<file path="src/rtl/sram_port_arbiter.sv">
// Shares one SRAM-like bus between the fetch and load/store requesters, one transaction in flight.
// Define ARB_ROUND_ROBIN_EN to alternate grants on contention; default is fixed data-first priority.
module sram_port_arbiter #(
  parameter int ADDR_W = 32,
  parameter int DATA_W = 32
) (
  input  logic              clk,
  input  logic              resetn,

  input  logic              inst_req,
  input  logic [ADDR_W-1:0] inst_addr,
  output logic              inst_addr_ok,
  output logic              inst_data_ok,
  output logic [DATA_W-1:0] inst_rdata,

  input  logic              data_req,
  input  logic              data_wr,
  input  logic [1:0]        data_size,
  input  logic [ADDR_W-1:0] data_addr,
  input  logic [DATA_W-1:0] data_wdata,
  output logic              data_addr_ok,
  output logic              data_data_ok,
  output logic [DATA_W-1:0] data_rdata,

  output logic              mem_req,
  output logic              mem_wr,
  output logic [1:0]        mem_size,
  output logic [ADDR_W-1:0] mem_addr,
  output logic [DATA_W-1:0] mem_wdata,
  input  logic              mem_addr_ok,
  input  logic              mem_data_ok,
  input  logic [DATA_W-1:0] mem_rdata
);

  typedef enum logic [1:0] {IDLE, ADDR, DATA} state_e;

  localparam logic OWN_INST = 1'b0;
  localparam logic OWN_DATA = 1'b1;

  state_e              state_q, state_d;
  logic                owner_q, owner_d;
  logic                wr_q, wr_d;
  logic [1:0]          size_q, size_d;
  logic [ADDR_W-1:0]   addr_q, addr_d;
  logic [DATA_W-1:0]   wdata_q, wdata_d;
  logic                grantData;
  logic                arbitrate;

`ifdef ARB_ROUND_ROBIN_EN
  logic                lastGrant_q, lastGrant_d;

  // On contention the requester that did not win last time goes first.
  assign grantData = data_req & (~inst_req | (lastGrant_q == OWN_INST));

  always_ff @(posedge clk or negedge resetn) begin
    if (!resetn) lastGrant_q <= OWN_INST;
    else         lastGrant_q <= lastGrant_d;
  end

  always_comb begin
    lastGrant_d = lastGrant_q;
    if (arbitrate) lastGrant_d = grantData;
  end
`else
  assign grantData = data_req;
`endif

  always_ff @(posedge clk or negedge resetn) begin
    if (!resetn) begin
      state_q <= IDLE;
      owner_q <= OWN_INST;
      wr_q    <= 1'b0;
      size_q  <= 2'b00;
      addr_q  <= '0;
      wdata_q <= '0;
    end else begin
      state_q <= state_d;
      owner_q <= owner_d;
      wr_q    <= wr_d;
      size_q  <= size_d;
      addr_q  <= addr_d;
      wdata_q <= wdata_d;
    end
  end

  // Arbitration happens in IDLE and again on data completion so back-to-back grants skip IDLE.
  always_comb begin
    state_d   = state_q;
    owner_d   = owner_q;
    wr_d      = wr_q;
    size_d    = size_q;
    addr_d    = addr_q;
    wdata_d   = wdata_q;
    arbitrate = 1'b0;

    case (state_q)
      IDLE: begin
        arbitrate = inst_req | data_req;
      end
      ADDR: begin
        if (mem_addr_ok) state_d = DATA;
      end
      DATA: begin
        if (mem_data_ok) begin
          if (inst_req | data_req) arbitrate = 1'b1;
          else                     state_d   = IDLE;
        end
      end
      default: state_d = IDLE;
    endcase

    if (arbitrate) begin
      state_d = ADDR;
      if (grantData) begin
        owner_d = OWN_DATA;
        wr_d    = data_wr;
        size_d  = data_size;
        addr_d  = data_addr;
        wdata_d = data_wdata;
      end else begin
        owner_d = OWN_INST;
        wr_d    = 1'b0;
        size_d  = 2'b10;
        addr_d  = inst_addr;
        wdata_d = '0;
      end
    end
  end

  // Bus fields come only from holding registers so they stay stable through address stalls.
  always_comb begin
    mem_req      = (state_q == ADDR);
    mem_wr       = wr_q;
    mem_size     = size_q;
    mem_addr     = addr_q;
    mem_wdata    = wdata_q;
    inst_addr_ok = mem_addr_ok & (state_q == ADDR) & (owner_q == OWN_INST);
    data_addr_ok = mem_addr_ok & (state_q == ADDR) & (owner_q == OWN_DATA);
    inst_data_ok = mem_data_ok & (state_q == DATA) & (owner_q == OWN_INST);
    data_data_ok = mem_data_ok & (state_q == DATA) & (owner_q == OWN_DATA);
    inst_rdata   = mem_rdata;
    data_rdata   = mem_rdata;
  end

endmodule

</file>
<file path="config.mk">
export PLATFORM = sky130hd
export DESIGN_NAME = sram_port_arbiter
export DESIGN_NICKNAME = d
export VERILOG_FILES = /design/src/rtl/sram_port_arbiter.sv
export SDC_FILE = /design/constraint.sdc
export NUM_CORES = 1
export LEC_CHECK = 0
export ABC_AREA = 1
export BUFFER_PORTS_ARGS = -buffer_cell sky130_fd_sc_hd__buf_4
export CORE_MARGIN = 10
export CORE_UTILIZATION = 29
export DETAILED_ROUTE_END_ITERATION = 8
export PLACE_DENSITY = 0.64
export SYNTH_ARGS = -nofsm -noshare
export SYNTH_HDL_FRONTEND = slang
export SYNTH_SLANG_ARGS = --single-unit
</file>
<file path="constraint.sdc">
create_clock -name clk -period 2.2 [get_ports clk]
set_input_delay 0.11 -clock clk [delete_from_list [all_inputs] [get_ports clk]]
set_output_delay 0.11 -clock clk [all_outputs]
set_load 0.05 [all_outputs]
</file>
[Word level (Yosys, flattened, before mapping)]
Cells that the tools add are included.
Storage, ports and cells
  output and inout port bits: 136
  logic and storage cells: 35
  bits of input ports: 137
  register bits after elaboration: 70
Operators by class
  multiplexer cells: 13
  reduce and logical (&&, ||, !) cells: 2
  equal/unequal tests: 6
  bitwise gates (word level): 8
Operators with widths (number)
  $mux W32: 2
  $mux W2: 5
  $and A1 B1 Y1: 6
  $ne A3 B3 Y1 const B: 2
  $pmux W2 S3: 1
  $mux W1: 4
  $reduce_and A4 Y1: 1
  $ne A3 B1 Y1 const B: 1
  $eq A2 B1 Y1 const B: 1
  $eq A2 B2 Y1 const B: 1
  $logic_not A2 Y1: 1
  $ne A2 B2 Y1 const B: 1
  $pmux W1 S2: 1
  $not A1 Y1: 1
  $or A1 B1 Y1: 1

[Longest topological paths before layout]
Gate-level depths: netlist (run 1).
  depth after elaboration: 6
  mapped depth: 8
  depth with buffers taken out: 5

[Worst setup path after synthesis (run 1)]
No wires, ideal clock.
  path kind: register -> output
  start: reg state_q[0]
  end: out data_addr_ok
  path slack: 0.071 ns
  cell stages (with the launch flop): 5
  required time: 2.090 ns
  arrival time: 2.019 ns
  buffers on the path: 0
  path through: dfrtp_1 inv_2 nor2_1 nand2_1 nor2_1
Between the ends
  word-level cells in the longest chain between the ends: 3
Ends and longest elaborated chain
  start: declaration: RTL line 40  | state_e state_q, state_d;
  start signal: assignment: RTL line 77  | state_q <= state_d;
  $eq A2 B1 Y1
  via mem_req: RTL line 25  | output logic mem_req,
  $and A1 B1 Y1 (2 in series): RTL line 138  | data_addr_ok = mem_addr_ok & (state_q == ADDR) & (owner_q == OWN_DATA);
  end: declaration: RTL line 21  | output logic data_addr_ok,
The timed path passes the listed nets, and every way through them passes these cells.

[Worst setup path after layout (run 1)]
  start: reg state_q[0]
  end: out inst_addr_ok
Between the ends
  word-level cells in the longest chain between the ends: 3
Ends and longest elaborated chain
  $eq A2 B1 Y1: RTL line 137  | inst_addr_ok = mem_addr_ok & (state_q == ADDR) & (owner_q == OWN_INST);
  $and A1 B1 Y1 (2 in series): RTL line 137
  end: declaration: RTL line 12  | output logic inst_addr_ok,
No other way between the ends.

==> out/results.tsv, run 1 <==
metric	value	unit
antenna_found_initial	0	
boundaryPins	273	
pre_cts_ws	0.803	ns
first_pass_iters	4	
cts_buffer_depth	2	
route.detailed.wl_per_inst	14.9	um
die-area	18800	um^2
worstPathBufferInverterCount	2	
finalWirelength	12500	um
status	completed	
n_fill_cell	1431	
fin_util	39.3	%
first_global_vias	3473	
grtUsageTotal	12.9	%
synthArstFlopShare	100	%
cp-end-kind	output port	
die_w	137	um
required	2.09	ns
drcViolationCount	0	
gp_congestion	0.792	
tritoncts	done	
synth_cells	557	
syn_avg_cell_area	7.16	um^2
cp_slowest_cell	dfrtp_1	
coreArea	13300	um^2
setup_slack	0.618	ns
netlist-cell-type-count	17	
clock_sinks	70	
portBuffers	176	
post_cts_resized	0	
cts_buffers	9	
synth_top_area_cell	dfrtp_1	
worst_slew_pin_slew	0.931	ns
synth_seq_area_share	43.9	%
rsz0062_at_grt	no	
synthFlopType	dfrtp_1	
diodes	0	
grt_max_degree	71	
yosysWarnings	0	
p_leak	3.22	nW
critical_path.top_delay_family	simple AND/OR/NAND/NOR gates	
ys_seq_elements	70	
path_clk_slew	0.06	ns
finClkSkew	0.00663	ns
floorplan.initialDensity	29.9	%
fmax	632	MHz
fin_nets	796	
synth_commonest_cells	nand2_1, dfrtp_1, buf_4, nand3_1, inv_1	
arrival	1.47	ns
cpMostUsedCell	nor2_1	
peakVddDrop	0.000597	V
clock_latency	0.33	ns
crit_path_max_incr_delay	0.40	ns
synth_top_area_share	43.9	%
power-per-cell-area	1610	nW/um^2
vias	3526	
synth_edf_count	0	
overflow	0	
fp.dieH	137	um
drtAntennaViolNets	0	
hold_path_class	primary input to flip-flop	
max_cap_violations	0	
final.period_utilization	71.9	%
layout-drive-gt1-share	31.1	%
min_period	1.58	ns
grt_pass1_wl	19100	um
finalHoldViolations	0	
drt_iter0_drc	230	
routed_via_density	4.20	
rows	42	
worstSetupPathType	flip-flop to output port	
syn_nets	694	
hpwlAfterDp	9190	um
synth_area	3990	um^2
setup_viol	0	
setup_tns	0	ns
crit_chain	inv_2 > nor2_1 > nand2_1 > nor2_1 > buf_4	
h-tree-depth	3	
ctsRootBufferMaster	clkbuf_16	
slew_viol_final	0	
max_slew_margin	37.9	%
start_kind	flip-flop	
cts_setup_buffers	0	
synth.most_common_cell	nand2_1	
area_growth	31.5	%
path_max_fanout	3	
synthTopCellsByArea	dfrtp_1, nand2_1, buf_4, nand3_1, inv_1	
[final timing paths]
kind                                      startpoint                   endpoint  slack [ns]  depth (start not counted)
min                                      mem_addr_ok     state_q[0]$_DFFE_PN0P_        0.04                          4
max reg2reg                   state_q[1]$_DFFE_PN0P_   mem_addr[28]$_DFFE_PN0P_        0.97                          4
min reg2reg                mem_wdata[21]$_DFFE_PN0P_  mem_wdata[21]$_DFFE_PN0P_        0.47                          2
min in group asynchronous                     resetn   mem_addr[23]$_DFFE_PN0P_        0.46                          2
max in group asynchronous                     resetn    mem_addr[7]$_DFFE_PN0P_        1.11                          2
max                           state_q[0]$_DFFE_PN0P_               inst_addr_ok        0.62                          5
[per-layer routing]
metal	wire length (um)	part of all wire [%]	global-route usage, %
met1	5240	42	15.6
met2	5900	47	20.3
met3	1070	8.5	4.30
met4	299	2.4	6.03
met5	0	0	0
[layout by cell type (no fill, tap or decap)]
| master | n |
|---|---|
| buf_4 | 185 |
| bufinv_16 | 1 |
| clkbuf_16 | 9 |
| clkbuf_8 | 1 |
| clkinv_2 | 4 |
| dfrtp_1 | 70 |
| dlygate4sd3_1 | 2 |
| inv_1 | 39 |
| inv_2 | 2 |
| nand2_1 | 272 |
| nand2_2 | 1 |
| nand3_1 | 68 |
| nand3_2 | 1 |
| nor2_1 | 3 |
| nor2_2 | 1 |
| nor2_4 | 1 |
| nor3_1 | 2 |
| o21ai_0 | 1 |
[power by group]
part	internal, mW	switching (mW)	leakage, nW
Sequential	1.90	0.368	0.891
Clock	0.894	0.531	0.148
Combinational	1.30	3.45	2.18
Total	4.10	4.35	3.22
[worst reg2reg max path, stage by stage (launching register included)]
cell and delay (ns):
dfrtp_1 0.39, nand2_2 0.12, buf_4 0.39, nand3_1 0.19, nand2_1 0.09
[per-stage QoR]
step,std cells,instance area (um^2),power [mW],hold WS (ns)
final,839,5250,8.44,0.0366
after global placement,822,4940,7.08,0.220
after detailed placement,822,4940,7.12,0.220
after CTS,839,5250,8.58,0.0178
after floorplan,557,3990,5.82,-0.186
after global routing,839,5250,8.94,0.0440
[sequential cells by signal (all words and copies together), names as in the netlist]
| signal | cells |
|---|---|
| mem_wdata | 32 |
| mem_wr | 1 |
| state_q | 2 |
| owner_q | 1 |
| mem_addr | 32 |
| mem_size | 2 |
[logic make-up after synthesis]
group | after synthesis | synth area share (%)
and+or+nand+nor | 349 | 35.5
AOI/OAI and AO/OA | 1 | 0.125
DFF | 70 | 43.9
buffers and inverters | 137 | 20.5
[final cells by class]
| type | instances | area, um^2 | share of cell area [%] |
|---|---|---|---|
| Tap cell | 176 | 220 | 4.20 |
| Clock buffer | 10 | 239 | 4.56 |
| Clock inverter | 5 | 50.0 | 0.954 |
| Sequential cell | 70 | 1750 | 33.4 |
| Timing Repair Buffer | 187 | 1410 | 26.9 |
| Inverter | 41 | 154 | 2.93 |
| Multi-Input combinational cell | 350 | 1420 | 27.1 |
[timing repair]
action,4_1_cts,5_1_grt
hold buffers,2,0
hold endpoints to repair,71,0
setup endpoints to repair,0,0
(Power assumes the default switching activity.)
==> inputs of run 2 (changes only) <==
--- a/config.mk
+++ b/config.mk
@@ -10,7 +10,7 @@
 export CORE_MARGIN = 10
 export CORE_UTILIZATION = 29
 export DETAILED_ROUTE_END_ITERATION = 8
-export PLACE_DENSITY = 0.64
+export PLACE_DENSITY = 0.66
 export SYNTH_ARGS = -nofsm -noshare
 export SYNTH_HDL_FRONTEND = slang
 export SYNTH_SLANG_ARGS = --single-unit
==> constraint.sdc (replaced) <==
create_clock -name clk -period 1.4 [get_ports clk]
set_input_delay 0.07 -clock clk [delete_from_list [all_inputs] [get_ports clk]]
set_output_delay 0.07 -clock clk [all_outputs]
set_load 0.05 [all_outputs]
==> out/results.tsv, run 2 (same netlist as run 1, synthesis figures left out) <==
metric	value	unit	change
status	completed		unchanged
peakVddDrop	0.00111	V	was 0.000597 V
critical_path.top_delay_family	flip-flops		was simple AND/OR/NAND/NOR gates
die_w	137	um	unchanged
drcViolationCount	0		unchanged
portBuffers	176		unchanged
p_total	13.8	mW	was 8.44 mW
area_growth	36.4	%	was 31.5%
layout-drive-gt1-share	32.3	%	was 31.1%
setup_slack	0.0239	ns	was 0.618 ns
boundaryPins	273		unchanged
power-per-cell-area	2540	nW/um^2	was 1610 nW/um^2
coreArea	13300	um^2	unchanged
seqCellArea	1750	um^2	unchanged
crit_path_max_incr_delay	0.41	ns	was 0.40 ns
path_max_fanout	3		unchanged
tritoncts	done		unchanged
setup_viol	0		unchanged
final_area	5440	um^2	was 5250 um^2
final_common_cell	nand2_1		unchanged
finalWirelength	12400	um	was 12,500 um
worstPathBufferInverterCount	2		unchanged
gp_congestion	0.792		about the same
rsz0062_at_grt	yes		was no
min_period	1.38	ns	
clock_latency	0.33	ns	about the same
fmax	727	MHz	
arrival	1.31	ns	was 1.47 ns
rows	42		unchanged
grt_pass1_wl	19300	um	was 19,100 um
path_depth	4		was 5
cp_slowest_cell	dfrtp_1		unchanged
pre_cts_ws	0.245	ns	was 0.803 ns
drtAntennaViolNets	0		unchanged
routed_via_density	4.23		was 4.20
required	1.33	ns	was 2.09 ns
n_fill_cell	1445		was 1,431
placed_cells	823		was 822
p_leak	3.29	nW	was 3.22 nW
hold_ws	0.0450	ns	was 0.0366 ns
worst_slew_pin_slew	0.385	ns	was 0.931 ns
setup_tns	0	ns	unchanged
cts_buffers	9		unchanged
antenna_found_initial	0		unchanged
multi_input_area	1460	um^2	was 1420 um^2
finalHoldViolations	0		unchanged
hold_path_class	primary input to flip-flop		unchanged
overflow	0		unchanged
vias	3575		was 3,526
path_clk_slew	0.05	ns	was 0.06 ns
cp-end-kind	output port		unchanged
route.detailed.wl_per_inst	14.7	um	was 14.9 um
final.period_utilization	98.3	%	
finClkSkew	0.00612	ns	was 0.00663 ns
fin_nets	800		was 796
first_global_vias	3620		was 3,473
max_cap_violations	0		unchanged
ctsRootBufferMaster	clkbuf_16		unchanged
max_slew_margin	74.3	%	was 37.9%
cts_buffer_depth	2		unchanged
fin_util	40.8	%	was 39.3%
worstSetupPathType	flip-flop to output port		unchanged
worstHoldPathCells	5		was 4
final_cells	845		was 839
grtUsageTotal	13.0	%	was 12.9%
start_kind	flip-flop		unchanged
fp.dieH	137	um	unchanged
r2r_slack	0.17	ns	was 0.97 ns
r2r.worst_path.cells	6		was 4
hpwlAfterDp	8970	um	was 9190 um
most-common-layout-cells	nand2_1, buf_4, dfrtp_1		unchanged
first_pass_iters	4		unchanged
placed_area	5010	um^2	was 4940 um^2
crit_chain	inv_2 > nand2_2 > nor3_2 > buf_6		was inv_2 > nor2_1 > nand2_1 > nor2_1 > buf_4
die-area	18800	um^2	unchanged
drt_iter0_drc	178		was 230
floorplan.initialDensity	29.9	%	unchanged
h-tree-depth	3		unchanged
grt_max_degree	71		unchanged
clock_sinks	70		unchanged
slew_viol_final	0		unchanged
[run 2: what timing repair did]
item | in CTS | in global routing
setup endpoints to repair | 3 | 4
hold buffers | 3 | 0
hold endpoints to repair | 72 | 0
pin swaps | 1 | 1
buffers inserted | 0 | 2
gates resized for setup | 7 | 4
[run 2: final cells by class]
type	instances	share of cell area, %
repair buffers	191	27.9
diodes	1	0.0460
well taps	176	4.05
clock inverters	3	1.20
flip-flops and latches	70	32.2
inverters	41	2.83
clock buffers	13	4.97
multi-input cells	350	26.8
[run 2: where the power goes]
group | switching [mW] | internal (mW)
Clock | 0.832 | 1.70
Sequential | 0.557 | 2.99
Combinational | 5.49 | 2.23
[run 2: routing by layer]
| layer | share of wire, % | global-route usage [%] |
|---|---|---|
| met1 | 40 | 14.8 |
| met2 | 49 | 21.4 |
| met3 | 8.4 | 4.04 |
| met4 | 2.4 | 6.62 |
| met5 | 0 | 0 |
[run 2: final timing paths]
check	start	end
hold / removal	data_size[1]	mem_size[1]$_DFFE_PN0P_
min in group asynchronous	resetn	mem_addr[23]$_DFFE_PN0P_
max in group asynchronous	resetn	mem_wdata[21]$_DFFE_PN0P_
setup reg to reg	state_q[0]$_DFFE_PN0P_	mem_addr[5]$_DFFE_PN0P_
hold reg to reg	mem_wdata[15]$_DFFE_PN0P_	mem_wdata[15]$_DFFE_PN0P_
setup / recovery	state_q[0]$_DFFE_PN0P_	data_data_ok
[run 2: worst register-to-register path, cell delays in order, from the launching register on]
cell and delay [ns]:
dfrtp_1 0.41, inv_2 0.11, buf_4 0.12, nand3_2 0.10, buf_12 0.19, nand2_1 0.15, nand2_1 0.05
==> inputs of run 3 (changes only) <==
--- a/config.mk
+++ b/config.mk
@@ -10,7 +10,8 @@
 export CORE_MARGIN = 10
 export CORE_UTILIZATION = 29
 export DETAILED_ROUTE_END_ITERATION = 8
-export PLACE_DENSITY = 0.66
+export MAX_ROUTING_LAYER = met4
+export PLACE_DENSITY = 0.64
 export SYNTH_ARGS = -nofsm -noshare
 export SYNTH_HDL_FRONTEND = slang
 export SYNTH_SLANG_ARGS = --single-unit
==> constraint.sdc (replaced) <==
create_clock -name clk -period 1.5 [get_ports clk]
set_input_delay 0.075 -clock clk [delete_from_list [all_inputs] [get_ports clk]]
set_output_delay 0.075 -clock clk [all_outputs]
set_load 0.05 [all_outputs]
==> out/results.tsv, run 3 (same netlist as run 1, synthesis figures left out) <==
metric	value	unit	change
tritoncts	done		unchanged
status	completed		unchanged
p_total	12.7	mW	was 13.8 mW
final_common_cell	nand2_1		unchanged
busiest_layer	met2		unchanged
h-tree-depth	3		unchanged
hold_ws	0.0590	ns	was 0.0450 ns
placed_area	4980	um^2	was 5010 um^2
slew_viol_final	0		unchanged
overflow	0		unchanged
use_met2	21.8	%	was 21.4%
fin_util	40.0	%	was 40.8%
power-per-cell-area	2370	nW/um^2	was 2540 nW/um^2
final_cells	839		was 845
hpwlAfterDp	8660	um	was 8970 um
rows	42		unchanged
drtAntennaViolNets	0		unchanged
coreArea	13300	um^2	unchanged
drt_iter0_drc	173		was 178
setup_tns	0	ns	unchanged
hold_path_class	primary input to flip-flop		unchanged
area_growth	33.9	%	was 36.4%
path_max_fanout	3		unchanged
gp_congestion	0.813		was 0.792
first_pass_iters	4		unchanged
floorplan.initialDensity	29.9	%	unchanged
gr-usage-met1	15.7	%	was 14.8%
boundaryPins	273		unchanged
pre_cts_ws	0.369	ns	was 0.245 ns
fmax	711	MHz	
ctsRootBufferMaster	clkbuf_16		unchanged
grt_max_degree	71		unchanged
diodes	0		was 1
most-common-layout-cells	nand2_1, buf_4, dfrtp_1		unchanged
die-area	18800	um^2	unchanged
multi_input_area	1450	um^2	was 1460 um^2
final.period_utilization	93.8	%	
fin_nets	795		was 800
routed_via_density	4.26		was 4.23
drcViolationCount	0		unchanged
cp-end-kind	output port		unchanged
worst_slew_pin_slew	0.449	ns	was 0.385 ns
required	1.42	ns	was 1.33 ns
layout-drive-gt1-share	31.7	%	was 32.3%
setup_viol	0		unchanged
seqCellArea	1750	um^2	unchanged
grtUsageTotal	13.3	%	was 13.0%
rsz0062_at_grt	no		was yes
finalWirelength	12400	um	about the same
n_fill_cell	1438		was 1,445
peakVddDrop	0.000782	V	was 0.00111 V
path_clk_slew	0.06	ns	was 0.05 ns
cts_buffers	9		unchanged
met3_usage	2.59	%	was 4.04%
finalHoldViolations	0		unchanged
vias	3572		was 3,575
finClkSkew	0.00483	ns	was 0.00612 ns
arrival	1.33	ns	was 1.31 ns
die_w	137	um	unchanged
clock_sinks	70		unchanged
antenna_found_initial	0		unchanged
grt_pass1_wl	19200	um	was 19,300 um
first_global_vias	3610		was 3,620
final_area	5340	um^2	was 5440 um^2
portBuffers	176		unchanged
setup_slack	0.0929	ns	was 0.0239 ns
fp.dieH	137	um	unchanged
clock_latency	0.33	ns	about the same
max_cap_violations	0		unchanged
max_slew_margin	70.1	%	was 74.3%
cts_buffer_depth	2		unchanged
p_leak	3.24	nW	was 3.29 nW
min_period	1.41	ns	
start_kind	flip-flop		unchanged
placed_cells	820		was 823
worstSetupPathType	flip-flop to output port		unchanged
route.detailed.wl_per_inst	14.8	um	was 14.7 um
-- run 3: per-layer routing --
metal  vias up  wire length [um]
met5         -                 0
met4         0               235
met3        35               777
met2       116              6150
met1      1600              5260
li1       1821                 -
-- run 3: what timing repair did --
item,4_1_cts,5_1_grt
setup buffers,0,0
resized for setup,0,4
setup endpoints to repair,0,4
hold buffers,3,0
endpoints found under the hold margin,72,0
-- run 3: path summary, 6_finish.rpt --
kind / startpoint / end / slack [ns] / cells past startpoint
max: state_q[0]$_DFFE_PN0P_ / inst_data_ok / 0.09 / 4
max reg2reg: state_q[1]$_DFFE_PN0P_ / mem_addr[10]$_DFFE_PN0P_ / 0.30 / 5
min: data_wdata[24] / mem_wdata[24]$_DFFE_PN0P_ / 0.06 / 5
max in group asynchronous: resetn / mem_wdata[13]$_DFFE_PN0P_ / 0.89 / 3
min in group asynchronous: resetn / mem_addr[22]$_DFFE_PN0P_ / 0.30 / 3
min reg2reg: mem_wdata[25]$_DFFE_PN0P_ / mem_wdata[25]$_DFFE_PN0P_ / 0.47 / 2
-- run 3: final cells by class --
type,count,share of cell area (%)
Multi-Input combinational cell,350,27.1
Sequential cell,70,32.8
Timing Repair Buffer,186,27.2
Tap cell,176,4.12
Clock buffer,10,4.29
Clock inverter,6,1.62
Inverter,41,2.88
-- run 3: power by group --
group | switching (mW) | internal, mW | total, mW | leakage (nW)
Sequential | 0.525 | 2.79 | 3.32 | 0.891
Combinational | 5.11 | 1.97 | 7.08 | 2.20
Clock | 0.801 | 1.45 | 2.25 | 0.152
-- run 3: critical path: stages (launching register included) --
cell and delay, ns:
dfrtp_1 0.42, inv_2 0.11, nand2_1 0.12, nor3_2 0.14
buf_4 0.22
